===== config.mk =====
export PLATFORM = sky130hd
export DESIGN_NAME = controle_rodada
export DESIGN_NICKNAME = d
export VERILOG_FILES = /design/src/rtl/controle_rodada.sv
export SDC_FILE = /design/constraint.sdc
export NUM_CORES = 1
export LEC_CHECK = 0
export ABC_AREA = 0
export BUFFER_PORTS_ARGS = -buffer_cell sky130_fd_sc_hd__buf_4
export CORE_MARGIN = 8
export CORE_UTILIZATION = 55
export DETAILED_ROUTE_END_ITERATION = 16
export PLACE_DENSITY = 0.79
export SETUP_SLACK_MARGIN = 0.15
export SLEW_MARGIN = 10
export SYNTH_ARGS = -nofsm -noshare
export SYNTH_HDL_FRONTEND = slang
export SYNTH_SLANG_ARGS = --single-unit
export TNS_END_PERCENT = 50

===== constraint.sdc =====
create_clock -name clock -period 2.31 [get_ports clock]
set_input_delay 0.231 -clock clock [delete_from_list [all_inputs] [get_ports clock]]
set_output_delay 0.231 -clock clock [all_outputs]
set_load 0.005 [all_outputs]

===== src/rtl/controle_rodada.sv =====
// ============================================================================
// Module   : controle_rodada
// Purpose  : Round/turn sequencer for a multi-player night/day game. Walks the
//            alive players one at a time, opens a timed turn for each, flips
//            between night and day phases and counts completed rounds until
//            the datapath reports a win or the round limit is reached.
// Revision : 1.0 - initial release
// ----------------------------------------------------------------------------
// Ports
//   clock       in   rising-edge system clock
//   reset       in   asynchronous active-low reset
//   jogar       in   start request (level)
//   passa       in   one-cycle pulse: current player ends the turn
//   vivos       in   alive mask, bit i = player i alive
//   fim_jogo    in   win condition, sampled only at the end of a phase
//   rst_global  out  datapath clear
//   zera_CS     out  datapath clear
//   e_seed_reg  out  seed register load enable
//   jogador     out  index of the current player
//   fase        out  0 = night, 1 = day
//   turno_ativo out  high while a player turn is open
//   estouro     out  one-cycle pulse when a turn times out
//   rodada      out  completed-round count
//   fim         out  game over (level)
//   db_estado   out  state code, 5'b11111 for an illegal state
// ============================================================================
`default_nettype none

module controle_rodada #(
    parameter int N_JOG       = 8,
    parameter int TIMEOUT     = 1000,
    parameter int MAX_RODADAS = 10,
    localparam int JW         = $clog2(N_JOG + 1)
) (
    input  logic             clock,
    input  logic             reset,
    input  logic             jogar,
    input  logic             passa,
    input  logic [N_JOG-1:0] vivos,
    input  logic             fim_jogo,
    output logic             rst_global,
    output logic             zera_CS,
    output logic             e_seed_reg,
    output logic [JW-1:0]    jogador,
    output logic             fase,
    output logic             turno_ativo,
    output logic             estouro,
    output logic [7:0]       rodada,
    output logic             fim,
    output logic [4:0]       db_estado
);

    localparam int CW = $clog2(TIMEOUT);

    typedef enum logic [3:0] {
        INICIAL       = 4'd0,
        RESETA_TUDO   = 4'd1,
        PREPARA_JOGO  = 4'd2,
        ARMAZENA_JOGO = 4'd3,
        PREPARA_FASE  = 4'd4,
        BUSCA         = 4'd5,
        TURNO         = 4'd6,
        PROXIMO       = 4'd7,
        FIM_FASE      = 4'd8,
        TROCA_FASE    = 4'd9,
        FIM_JOGO      = 4'd10
    } estado_t;

    estado_t        estado;
    estado_t        prox;
    logic [CW-1:0]  contador;
    logic [N_JOG:0] vivos_ext;
    logic           vivo_atual;
    logic           fim_scan;
    logic           tempo_esgotado;
    logic           ultima_rodada;

    // Padding the mask with a dead slot at index N_JOG lets the index run up
    // to N_JOG without an out-of-range select; that slot is never a turn.
    assign vivos_ext      = {1'b0, vivos};
    assign vivo_atual     = vivos_ext[jogador];
    assign fim_scan       = (jogador == JW'(N_JOG));
    assign tempo_esgotado = (contador == CW'(TIMEOUT - 1));
    assign ultima_rodada  = fase && (rodada == 8'(MAX_RODADAS - 1));

    // Timeout pulse must be cleared by a coinciding passa in the same cycle,
    // so it is decoded from the live input rather than registered.
    assign estouro = (estado == TURNO) && tempo_esgotado && !passa;

    always_comb begin
        prox = estado;
        case (estado)
            INICIAL:       if (jogar) prox = RESETA_TUDO;
            RESETA_TUDO:   prox = PREPARA_JOGO;
            PREPARA_JOGO:  if (passa) prox = ARMAZENA_JOGO;
            ARMAZENA_JOGO: prox = PREPARA_FASE;
            PREPARA_FASE:  prox = BUSCA;
            BUSCA: begin
                if (fim_scan)        prox = FIM_FASE;
                else if (vivo_atual) prox = TURNO;
            end
            TURNO:         if (passa || tempo_esgotado) prox = PROXIMO;
            PROXIMO:       prox = BUSCA;
            FIM_FASE:      prox = (fim_jogo || ultima_rodada) ? FIM_JOGO : TROCA_FASE;
            TROCA_FASE:    prox = PREPARA_FASE;
            FIM_JOGO:      if (jogar) prox = RESETA_TUDO;
            default:       prox = INICIAL;
        endcase
    end

    always_ff @(posedge clock or negedge reset) begin
        if (!reset) begin
            estado      <= INICIAL;
            jogador     <= '0;
            fase        <= 1'b0;
            rodada      <= 8'd0;
            contador    <= '0;
            rst_global  <= 1'b1;
            zera_CS     <= 1'b1;
            e_seed_reg  <= 1'b0;
            turno_ativo <= 1'b0;
            fim         <= 1'b0;
        end else begin
            estado <= prox;

            // Moore flags are decoded from the next state so they line up
            // with the state register without a combinational output path.
            rst_global  <= (prox == INICIAL) || (prox == RESETA_TUDO);
            zera_CS     <= (prox == INICIAL) || (prox == RESETA_TUDO);
            e_seed_reg  <= (prox == ARMAZENA_JOGO);
            turno_ativo <= (prox == TURNO);
            fim         <= (prox == FIM_JOGO);

            case (estado)
                RESETA_TUDO: begin
                    fase     <= 1'b0;
                    rodada   <= 8'd0;
                    jogador  <= '0;
                    contador <= '0;
                end
                PREPARA_FASE: jogador <= '0;
                BUSCA: begin
                    if (!fim_scan && !vivo_atual) jogador <= jogador + JW'(1);
                    if (prox == TURNO)            contador <= '0;
                end
                TURNO:   contador <= contador + CW'(1);
                PROXIMO: jogador  <= jogador + JW'(1);
                TROCA_FASE: begin
                    fase <= ~fase;
                    if (fase) rodada <= rodada + 8'd1;
                end
                default: ;
            endcase
        end
    end

    always_comb begin
        db_estado = 5'b11111;
        case (estado)
            INICIAL, RESETA_TUDO, PREPARA_JOGO, ARMAZENA_JOGO, PREPARA_FASE,
            BUSCA, TURNO, PROXIMO, FIM_FASE, TROCA_FASE, FIM_JOGO:
                db_estado = {1'b0, estado};
            default: db_estado = 5'b11111;
        endcase
    end

endmodule

`default_nettype wire

==> results.yml <==
global_route:
  grt_pass1_wl_mm: 8.58
  grt.total_usage_pct: 17.8
  grt_max_degree: 32
  first_global_vias: 1812
  antenna_found_initial: 0
  grt_remaining_overflow: 0
floorplanning:
  core.rowCount: 22
  die_x_um: 76.5
  start_util_pct: 56.3
  dieArea_sq_um: 5860
  core_sq_um: 3580
  die_h_um: 76.5
  io_pins: 37
layout:
  synthToLayoutAreaGrowth_pct: 20.7
  largest_reg_flops: 10
  largest-register: "contador"
  fill_cells: 293
  num_antenna_cells: 0
  drive_gt1_share_pct: 27.2
  nets: 282
  top_regs: "contador x10, rodada x8"
  final_cells: 313
worst_setup_path:
  crit_path_start: "estado[3]"
  startpoint_type: "flip-flop"
  cpMaxStageDelayCell: "dfrtp_1"
  r2r_start: "rodada[2]"
  reg2reg_depth: 6
  critical_path_depth: 4
  required_ns: 2.08
  worstPathCellList: "buf_4 -> nand4bb_2 -> nor3b_2 -> buf_4"
  cp_top_family: "simple AND/OR/NAND/NOR gates"
  path_common_cell: "buf_4"
  crit_end: "estouro"
  cp.buffers_inverters: 2
  max_stage_delay_ns: 0.47
  path_max_fanout: 8
  criticalPathCategory: "flip-flop to output port"
  cp-end-kind: "output port"
  r2r_slack_ns: 0.26
  arrival_ns: 1.85
  r2r-end: "contador[9]"
power:
  ir_drop_mv: 0.522
  power.total_uw: 2320
  p_leak_uw: 0.00113
  p_per_area_nw_per_um2: 954
clock_tree:
  clkTransAtPathRegs_ns: 0.10
  cts_tree: "built"
  cts.sinks: 31
  insertion_delay_ns: 0.34
  cts_setup_buffers: 0
  cts-root-buf: "clkbuf_4"
  cts_buffers: 5
  cts_max_path_buffers: 2
  h-tree-depth: 2
timing:
  rsz0062_at_grt: "true"
  finalSetupTns_ns: 0
  relSlewSlack_pct: 59.3
  finalClockSkew_ns: 0.00930
  slew_violations: 0
  tightestPinTransition_ns: 0.605
  fmax_mhz: 481
  hold_viol: 0
  finalCriticalPeriod_ns: 2.08
  finalSetupViolations: 0
  fin_crit_sh_pct: 90.0
drt:
  drc: 0
  wl_per_cell_um: 15.9
  drt_iter0_markers: 106
  drt-total-wl_mm: 4.98
  postRouteAntennaNets: 0
  drtPass1Iterations: 4
  routed_via_density: 5.90
  vias: 1846
synthesis:
  synth-edff-count: 0
  yosysMostFrequentCell: "dfrtp_1"
  yosysTopAreaCell: "dfrtp_1"
  ys_seq_area_share_pct: 38.6
  synth_top_area_share_pct: 37.3
  yosysWarnings: 0
  synthCells: 222
  async_flop_share_pct: 100
  netlist_area_sq_um: 2010
  syn-num-nets: 240
  synth.area.top_cells: "dfrtp_1 37%, nand2_1 3.7%, o21ai_0 3.5%"
  syn_avg_cell_area_sq_um: 9.07
  synth_common_cells: "30 x dfrtp_1, 20 x nand2_1, 17 x nor2_1"
  synth.distinct_cells: 56
  ys.flop_type: "dfrtp_1"
  ys_seq_elements: 31
placement:
  routabilityCongestion: 0.863
  portBuffers: 36
  dpl.cell_count: 304
  dp_hpwl_mm: 3.70
run_status:
  outcome: "complete, no violations"
worst_hold_path:
  hold_path.class: "input pin to flip-flop"
flow_run:
  maxCapViolations: 0
cells by family after synthesis:
family,after synthesis,synth area share (%)
buffers and inverters,21,4.97
and+or+nand+nor,93,25.1
DFF,31,38.6
AOI/OAI and AO/OA,60,21.6
adders and majority gates,5,3.11
muxes,3,2.73
xor gates and xnor gates,9,3.91
final cells by class:
class                      instances  area, sq um  area share (%)
sequential                        31          778            32.0
tap                               48         60.1            2.47
inverter                           7         26.3            1.08
multi-input combinational        170         1150            47.2
clock buffer                       7         45.0            1.85
clock inverter                     1         5.00           0.206
timing repair buffer              49          370            15.2
worst reg2reg max path, delay by kind of cell, from the launching register on:
kind	cells	cell delay (ns)
compound gates	3	0.74
buf+inv	1	0.19
flops	1	0.46
simple gates	2	0.55
worst min-delay path by stage:
stage / startpoint / endpoint / slack [ns] / cells after the start
floorplan: reset / contador[0] / -0.06 / 0
CTS: jogar / fim / 0.20 / 3
global placement: reset / contador[6] / 0.19 / 1
global route: passa / e_seed_reg / 0.21 / 2
detailed placement: reset / contador[8] / 0.19 / 1
finish: passa / e_seed_reg / 0.21 / 2
what timing repair did:
action / in CTS / in global routing
cloned: 0 / 0
resized for setup: 1 / 2
setup endpoints to repair: 1 / 2
hold endpoints to repair: 30 / 0
hold buffers: 1 / 0
metrics by stage:
step	instance area (sq um)	worst slack [ns]	hold slack, ns	utilization [%]
6_report	2430	0.230	0.206	68.0
5_1_grt	2430	0.149	0.210	68.0
4_1_cts	2430	0.165	0.200	67.8
3_5_place_dp	2360	0.308	0.189	66.0
3_3_place_gp	2360	0.361	0.185	66.0
2_1_floorplan	2010	0.451	-0.0646	-
placed cells by master (no fill, tap or decap), types with 5 or more instances in the layout:
cell,n
dfrtp_1,29
o21ai_0,14
clkbuf_4,5
nor3_1,6
nand2_1,20
nor2_1,17
nor2b_1,6
nand3_1,7
and3_1,8
buf_4,48
o211ai_1,5
xnor2_1,5
inv_1,5
o21ai_1,8
ha_1,5
nand4_1,6
a21oi_1,8
per-layer routing:
layer / track usage (%) / vias up / wire length [um]
li1: - / 899 / -
met1: 21.8 / 892 / 2240
met2: 28.2 / 41 / 2400
met3: 4.95 / 14 / 213
met4: 7.88 / 0 / 127
met5: 0 / - / 0
where the power goes:
| part | total, uW | switching (uW) | internal [uW] |
|---|---|---|---|
| sequential | 864 | 212 | 651 |
| clock | 317 | 199 | 119 |
| combinational | 1140 | 619 | 519 |
Power figures use the tool's default switching activity.
